<file path="src/rtl/dual_channel_fifo_scheduler_if.sv">
// Channel/FIFO handshake bundle for the dual-channel FIFO scheduler.
// master = scheduler side, slave = channel sources, FIFO and controller side.
interface dual_channel_fifo_scheduler_if #(
    parameter int unsigned CNT_W = 4
);
    logic             start;
    logic             req_ch1;
    logic             req_ch2;
    logic             valid_ch1;
    logic             valid_ch2;
    logic             full;
    logic             empty;
    logic             mux;
    logic             write;
    logic             read;
    logic             ready;
    logic             grant_ch1;
    logic             grant_ch2;
    logic             done;
    logic [CNT_W-1:0] word_cnt;

    modport master (
        input  start, req_ch1, req_ch2, valid_ch1, valid_ch2, full, empty,
        output mux, write, read, ready, grant_ch1, grant_ch2, done, word_cnt
    );

    modport slave (
        output start, req_ch1, req_ch2, valid_ch1, valid_ch2, full, empty,
        input  mux, write, read, ready, grant_ch1, grant_ch2, done, word_cnt
    );
endinterface

</file>
<file path="src/rtl/dual_channel_fifo_scheduler.sv">
// Arbitrates two channels onto a shared FIFO: one burst of up to BURST_LEN words
// from the granted channel, then drains the FIFO until it reports empty.
module dual_channel_fifo_scheduler #(
    parameter int unsigned BURST_LEN = 8,
    parameter int unsigned CNT_W     = 4
) (
    input logic                          clk,
    input logic                          reset,
    dual_channel_fifo_scheduler_if.master bus
);

    typedef enum logic [2:0] {
        StIdle     = 3'd0,
        StArb      = 3'd1,
        StLoadCh1  = 3'd2,
        StLoadCh2  = 3'd3,
        StFinish   = 3'd4,
        StReadFifo = 3'd5
    } state_e;

    localparam logic [CNT_W-1:0] LastCnt = CNT_W'(BURST_LEN - 1);

    state_e           state_q, state_d;
    logic [CNT_W-1:0] cnt_q, cnt_d;
    // 1 = CH1 was granted last; resets to CH2 so CH1 wins the first tie.
    logic             last_ch1_q, last_ch1_d;
    logic             load_valid;
    logic             load_write;

    always_ff @(posedge clk or negedge reset) begin
        if (!reset) begin
            state_q    <= StIdle;
            cnt_q      <= '0;
            last_ch1_q <= 1'b0;
        end else begin
            state_q    <= state_d;
            cnt_q      <= cnt_d;
            last_ch1_q <= last_ch1_d;
        end
    end

    always_comb begin
        state_d       = state_q;
        cnt_d         = cnt_q;
        last_ch1_d    = last_ch1_q;
        load_valid    = 1'b0;
        load_write    = 1'b0;
        bus.mux       = 1'b0;
        bus.write     = 1'b0;
        bus.read      = 1'b0;
        bus.ready     = 1'b0;
        bus.grant_ch1 = 1'b0;
        bus.grant_ch2 = 1'b0;
        bus.done      = 1'b0;
        bus.word_cnt  = cnt_q;

        case (state_q)
            StIdle: begin
                bus.ready = 1'b1;
                if (bus.start) state_d = StArb;
            end
            StArb: begin
                if (bus.req_ch1 && (!bus.req_ch2 || !last_ch1_q)) begin
                    state_d    = StLoadCh1;
                    last_ch1_d = 1'b1;
                end else if (bus.req_ch2) begin
                    state_d    = StLoadCh2;
                    last_ch1_d = 1'b0;
                end
            end
            StLoadCh1, StLoadCh2: begin
                if (state_q == StLoadCh1) begin
                    bus.mux       = 1'b1;
                    bus.grant_ch1 = 1'b1;
                    load_valid    = bus.valid_ch1;
                end else begin
                    bus.grant_ch2 = 1'b1;
                    load_valid    = bus.valid_ch2;
                end
                // full takes priority over a coincident final word
                load_write = load_valid && !bus.full;
                bus.write  = load_write;
                if (bus.full) begin
                    state_d = StFinish;
                end else if (load_write) begin
                    cnt_d = cnt_q + 1'b1;
                    if (cnt_q == LastCnt) state_d = StFinish;
                end
            end
            StFinish: begin
                bus.done = 1'b1;
                cnt_d    = '0;
                state_d  = StReadFifo;
            end
            StReadFifo: begin
                bus.read = !bus.empty;
                if (bus.empty) state_d = StIdle;
            end
            default: state_d = StIdle;
        endcase
    end

endmodule

</file>
<file path="src/flat_wrapper.sv">
// flat-port wrapper written by rule: the top's interface ports become plain ports
module dual_channel_fifo_scheduler_flat 
#(
    parameter int unsigned BURST_LEN = 8,
    parameter int unsigned CNT_W     = 4
)
  (clk, reset, bus_start, bus_req_ch1, bus_req_ch2, bus_valid_ch1, bus_valid_ch2, bus_full, bus_empty, bus_mux, bus_write, bus_read, bus_ready, bus_grant_ch1, bus_grant_ch2, bus_done, bus_word_cnt);
  dual_channel_fifo_scheduler_if #(.CNT_W(CNT_W)) bus_i ();
  input logic clk;
  input logic reset;
  input wire logic [$bits(bus_i.start)-1:0] bus_start;
  input wire logic [$bits(bus_i.req_ch1)-1:0] bus_req_ch1;
  input wire logic [$bits(bus_i.req_ch2)-1:0] bus_req_ch2;
  input wire logic [$bits(bus_i.valid_ch1)-1:0] bus_valid_ch1;
  input wire logic [$bits(bus_i.valid_ch2)-1:0] bus_valid_ch2;
  input wire logic [$bits(bus_i.full)-1:0] bus_full;
  input wire logic [$bits(bus_i.empty)-1:0] bus_empty;
  output wire logic [$bits(bus_i.mux)-1:0] bus_mux;
  output wire logic [$bits(bus_i.write)-1:0] bus_write;
  output wire logic [$bits(bus_i.read)-1:0] bus_read;
  output wire logic [$bits(bus_i.ready)-1:0] bus_ready;
  output wire logic [$bits(bus_i.grant_ch1)-1:0] bus_grant_ch1;
  output wire logic [$bits(bus_i.grant_ch2)-1:0] bus_grant_ch2;
  output wire logic [$bits(bus_i.done)-1:0] bus_done;
  output wire logic [$bits(bus_i.word_cnt)-1:0] bus_word_cnt;
  assign bus_i.start = bus_start;
  assign bus_i.req_ch1 = bus_req_ch1;
  assign bus_i.req_ch2 = bus_req_ch2;
  assign bus_i.valid_ch1 = bus_valid_ch1;
  assign bus_i.valid_ch2 = bus_valid_ch2;
  assign bus_i.full = bus_full;
  assign bus_i.empty = bus_empty;
  assign bus_mux = bus_i.mux;
  assign bus_write = bus_i.write;
  assign bus_read = bus_i.read;
  assign bus_ready = bus_i.ready;
  assign bus_grant_ch1 = bus_i.grant_ch1;
  assign bus_grant_ch2 = bus_i.grant_ch2;
  assign bus_done = bus_i.done;
  assign bus_word_cnt = bus_i.word_cnt;
  dual_channel_fifo_scheduler #(.BURST_LEN(BURST_LEN), .CNT_W(CNT_W)) u_core (.clk(clk), .reset(reset), .bus(bus_i));
endmodule
</file>
<file path="config.mk">
export PLATFORM = sky130hd
export DESIGN_NAME = dual_channel_fifo_scheduler_flat
export DESIGN_NICKNAME = d
export VERILOG_FILES = /design/src/rtl/dual_channel_fifo_scheduler_if.sv /design/src/rtl/dual_channel_fifo_scheduler.sv /design/src/flat_wrapper.sv
export SDC_FILE = /design/constraint.sdc
export NUM_CORES = 1
export LEC_CHECK = 0
export CAP_MARGIN = 25
export CORE_MARGIN = 5
export CORE_UTILIZATION = 40
export CTS_CLUSTER_SIZE = 10
export DETAILED_ROUTE_END_ITERATION = 7
export HOLD_SLACK_MARGIN = 0.06
export PLACE_DENSITY_LB_ADDON = 0.3
export SKIP_CTS_REPAIR_TIMING = 1
export SYNTH_ARGS = -nofsm -noshare
export SYNTH_HDL_FRONTEND = slang
export SYNTH_SLANG_ARGS = --single-unit
</file>
<file path="constraint.sdc">
create_clock -name clk -period 1.9 [get_ports clk]
set_clock_uncertainty 0.2 [all_clocks]
set_input_delay 0.475 -clock clk [delete_from_list [all_inputs] [get_ports clk]]
set_output_delay 0.475 -clock clk [all_outputs]
set_load 0.01 [all_outputs]
</file>
==> results.ini, run 1 <==
[yosys]
synth.area.mux_share_pct = 8.17
ys_warn_count = 0
synth_fp_nets = 69
synth_xor_xnor_area_share_pct = 1.68
synth_top_family_by_area = simple AND/OR/NAND/NOR gates
yosysSeqAreaShare_pct = 38.5
ys_types = 28
synth_adder_area_share_pct = 2.40
synth.cell_area_um2 = 520
ys.flop_type = dfrtp_1
synth-edff-count = 0
synth_cells = 59
synthArstFlopShare_pct = 100
synthSimpleGateAreaFrac_pct = 27.2
avgSynthCellArea_um2 = 8.82
synth-seq-cells = 8
synth_compound_area_share_pct = 15.6

[timing]
setup_violations = 1
hold_viol_final = 0
setup_tns_ns = -0.122
fmax_mhz = 495
worst_slack_ns = -0.122
rsz0062_at_grt = yes
maxSlewViolCount = 0
period_share_pct = 106
worstMarginPinSlew_ns = 0.406
slew_headroom_pct = 72.8
fin_crit_ns = 2.02

[detailed_routing]
vias_per_cell = 5.04
drcViolationCount = 0
routed_wl_um = 1480
route.vias.total = 554
drt-pass1-iter-count = 4
first_iter_violations = 10
drtAntennaViolNets = 0
routedWlPerCell_um = 13.5

[power]
p_leak_nw = 0.504
p_total_w = 0.00128
power-per-cell-area_mw_per_mm2 = 1400
peakVddDrop_v = 0.000729

[hold_path]
worstHoldPathType = in -> async

[floorplanning]
dieHeight_um = 46.1
die_width_um = 46.1
die_area_mm2 = 0.00212
initial_core_util_pct = 41.0
core_mm2 = 0.00127
rows = 13
io_pins = 20

[setup_path]
r2r_setup_slack_ns = 0.12
cp-start-kind = input port
crit_fanout = 4
critPathCaptureType = output pin
worstSetupPathType = in -> out
arrival_ns = 1.35
crit_required_ns = 1.22

[cts]
clock_latency_ns = 0.26
h-tree-depth = 1
root_buffer = clkbuf_4
cts_tree = yes
cts_buffers = 3
clk_pin_slew_ns = 0.06
cts.sinks = 8
cts_buffer_depth = 2

[outcome]
status = finished with violations
violations = setup timing

[global_routing]
grt_start_max_net_pins = 11
first_global_vias = 510
antenna_found_initial = 0
track_usage_pct = 14.0
grt_pass1_wl_um = 2090
grt_overflow = 0

[finish]
mostFrequentLayoutCell = buf_4
stdcell_area_um2 = 917
layout_common_cells = buf_4, nor2_1, nand2_1
fillers = 100
layout-drive-gt1-share_pct = 41.1
nets = 107
n_antenna_cell = 0
final_cells = 110
area_growth_syn_to_layout_pct = 76.2

[job]
drv_cap = 0

[place]
io_buffers = 19
placed_cell_area_um2 = 774
place_hpwl_um = 961
place_ws_ns = -0.606
gp_congestion = 0.775
dpl.cell_count = 98

per-stage QoR:
stage                     hold WS [ns]  utilization (%)
final                            0.311             72.3
after global routing             0.333             72.3
after CTS                        0.324             62.8
after detailed placement         0.325             61.0
after global placement           0.293             61.0
after floorplan                -0.0206                -
logic make-up (layout without fill, tap and decap cells):
kind of cell	count (synthesis)	in the layout
and+or+nand+nor	26	26
AOI/OAI and AO/OA	12	12
DFF	8	8
buffers and inverters	7	43
muxes	4	4
adders and majority gates	1	1
xor gates and xnor gates	1	1
cell usage after synthesis, drive strengths merged, types with 2 or more instances:
library cell / count / area share, %
buf: 4 / 4.3
a21oi: 2 / 1.9
inv: 3 / 2.2
nor3: 3 / 5.0
o21ai: 4 / 3.8
o31ai: 2 / 3.8
mux2: 2 / 4.3
dfrtp: 8 / 38
mux2i: 2 / 3.8
nand2: 8 / 5.8
nor2: 9 / 6.5
worst paths after layout:
check,from,end,cells past startpoint
worst max-delay path,bus_valid_ch1,bus_write,4
worst min-delay path,reset,u_core.bus.word_cnt[1],1
worst max register to register,u_core.state_q[0],u_core.state_q[0],5
worst min register to register,u_core.last_ch1_q,u_core.last_ch1_q,1
max in group asynchronous,reset,u_core.state_q[1],1
min in group clk,u_core.last_ch1_q,u_core.last_ch1_q,1
final cells by class:
class                   count  area [µm²]  share of cell area, %
inverters                   3        11.3                   1.23
clock buffers               3        22.5                   2.46
flip-flops and latches      8         203                   22.1
repair buffers             37         329                   35.9
well taps                  15        18.8                   2.05
multi-input cells          44         333                   36.3
registers in the layout, indices dropped and copies added (netlist names):
name                 count
u_core.state_q           3
u_core.last_ch1_q        1
u_core.bus.word_cnt      4
report_power, final:
group	internal (W)	switching (W)
registers	0.000241	0.0000686
clock network	0.0000728	0.0000655
logic	0.000469	0.000364
critical path, stage by stage:
cell,delay (ns)
clkdlybuf4s50_1,0.50
mux2i_4,0.10
nor3_4,0.13
buf_2,0.15
per-layer routing:
metal / GRT usage [%] / share of wire (%) / up-vias
li1: - / - / 276
met1: 17.1 / 42 / 256
met2: 22.3 / 49 / 16
met3: 3.91 / 6.3 / 6
met4: 6.82 / 3.0 / 0
met5: 0 / 0 / -
Power figures use the tool's default switching activity.
==> run 2, diff against run 1 <==
--- a/config.mk
+++ b/config.mk
@@ -5,6 +5,8 @@
 export SDC_FILE = /design/constraint.sdc
 export NUM_CORES = 1
 export LEC_CHECK = 0
+export ABC_AREA = 0
+export ABC_CLOCK_PERIOD_IN_PS = 1900
 export CAP_MARGIN = 25
 export CORE_MARGIN = 5
 export CORE_UTILIZATION = 40
==> results of run 2 <==
Final layout, timing and power as in run 1 (identical DEF).
==> run 3, diff against run 2 <==
==> constraint.sdc (replaced) <==
create_clock -name clk -period 1.9 [get_ports clk]
set_clock_uncertainty 0.2 [all_clocks]
set_input_delay 0.475 -clock clk [delete_from_list [all_inputs] [get_ports clk]]
set_output_delay 0.475 -clock clk [all_outputs]
set_load 0.1 [all_outputs]
==> results.ini, run 3 (synthesis results as in run 1) <==
[global_routing]
grt_overflow = 0
track_usage_pct = 14.9
grt_start_max_net_pins = 10
first_global_vias = 503
grt_pass1_wl_um = 2200
antenna_found_initial = 0

[setup_path]
reg2reg_from = u_core.state_q[0]
critPathCaptureType = output pin
worstSetupPathType = in -> out
critPathMaxStageDelay_ns = 0.52
cp_top_family = buffers and inverters
worst-path-buf-inv = 2
crit_chain = clkdlybuf4s50_1 > nor3_4 > buf_12
arrival_ns = 1.47
setup.worst_path.start = bus_full
crit_fanout = 3
cp-start-kind = input port
crit_slowest_cell = clkdlybuf4s50_1
crit_required_ns = 1.22

[outcome]
violations = setup timing
status = finished with violations

[cts]
root_buffer = clkbuf_4
clock_latency_ns = 0.26
cts_tree = yes
clk_pin_slew_ns = 0.06
cts_buffers = 3
cts.sinks = 8
h-tree-depth = 1
cts_buffer_depth = 2

[floorplanning]
die_width_um = 46.1
core_mm2 = 0.00127
rows = 13
dieHeight_um = 46.1
initial_core_util_pct = 41.0
io_pins = 20
die_area_mm2 = 0.00212

[power]
p_total_w = 0.00198
power-per-cell-area_mw_per_mm2 = 1950
peakVddDrop_v = 0.00126
p_leak_nw = 0.444

[timing]
slew_headroom_pct = 74.9
worst_slack_ns = -0.242
hold_slack_ns = 0.290
hold_viol_final = 0
rsz0062_at_grt = yes
fin_crit_ns = 2.14
fmax_mhz = 467
maxSlewViolCount = 0
worstMarginPinSlew_ns = 0.376
setup_tns_ns = -0.836
period_share_pct = 113
setup_violations = 7

[place]
gp_congestion = 0.731
place_ws_ns = -0.332
dpl.cell_count = 97
io_buffers = 19
place_hpwl_um = 1140

[detailed_routing]
routedWlPerCell_um = 14.1
drtAntennaViolNets = 0
drcViolationCount = 0
first_iter_violations = 7
drt-pass1-iter-count = 4
route.vias.total = 552
vias_per_cell = 5.21
routed_wl_um = 1500

[finish]
layout_common_cells = buf_12, buf_4, nand2_1
n_antenna_cell = 0
final_cells = 106
layout-drive-gt1-share_pct = 46.2
nets = 102
largest_reg_flops = 4
area_growth_syn_to_layout_pct = 94.7

[job]
drv_cap = 0

[hold_path]
worstHoldPathType = in -> async

[run 3: cell count changes in the layout (fill, tap and decap cells not counted), sizes merged]
cell / before / now
dlymetal6s2s: 7 / 3
buf: 22 / 24
clkdlybuf4s50: 7 / 5
clkinvlp: 0 / 1
inv: 3 / 2
[run 3: cell type report]
class / instances / area [µm²]
Clock buffer: 4 / 26.3
Inverter: 3 / 17.5
Tap cell: 15 / 18.8
Multi-Input combinational cell: 44 / 328
Sequential cell: 8 / 210
Fill cell: 74 / 255
Timing Repair Buffer: 32 / 413
[run 3: per-stage QoR]
stage | util (%) | cell area [µm²]
detailed placement | 73.2 | 928
finish | 79.9 | 1010
floorplan | - | 587
global route | 79.9 | 1010
global placement | 73.2 | 928
CTS | 75.2 | 955
[run 3: per-layer routing]
metal / up-vias / track usage [%] / part of all wire, %
li1: 269 / - / -
met1: 265 / 18.2 / 38
met3: 2 / 4.69 / 6.3
met5: - / 0 / 0
met2: 16 / 24.5 / 55
met4: 0 / 5.11 / 0.93
[run 3: final timing paths]
kind                                     endpoint  depth (start not counted)  slack, ns
setup / recovery                        bus_write                          3      -0.24
hold / removal             u_core.bus.word_cnt[1]                          1       0.29
setup reg to reg                u_core.state_q[0]                          5       0.19
hold reg to reg                 u_core.last_ch1_q                          1       0.31
max in group asynchronous  u_core.bus.word_cnt[0]                          1       0.91
min in group clk                u_core.last_ch1_q                          1       0.31
[run 3: power breakdown]
group          switching (W)  internal, W  leakage, nW  total, W
logic               0.000882     0.000591        0.333   0.00147
clock network      0.0000675    0.0000810       0.0150  0.000148
registers           0.000105     0.000253       0.0959  0.000359
total                0.00106     0.000925        0.444   0.00198
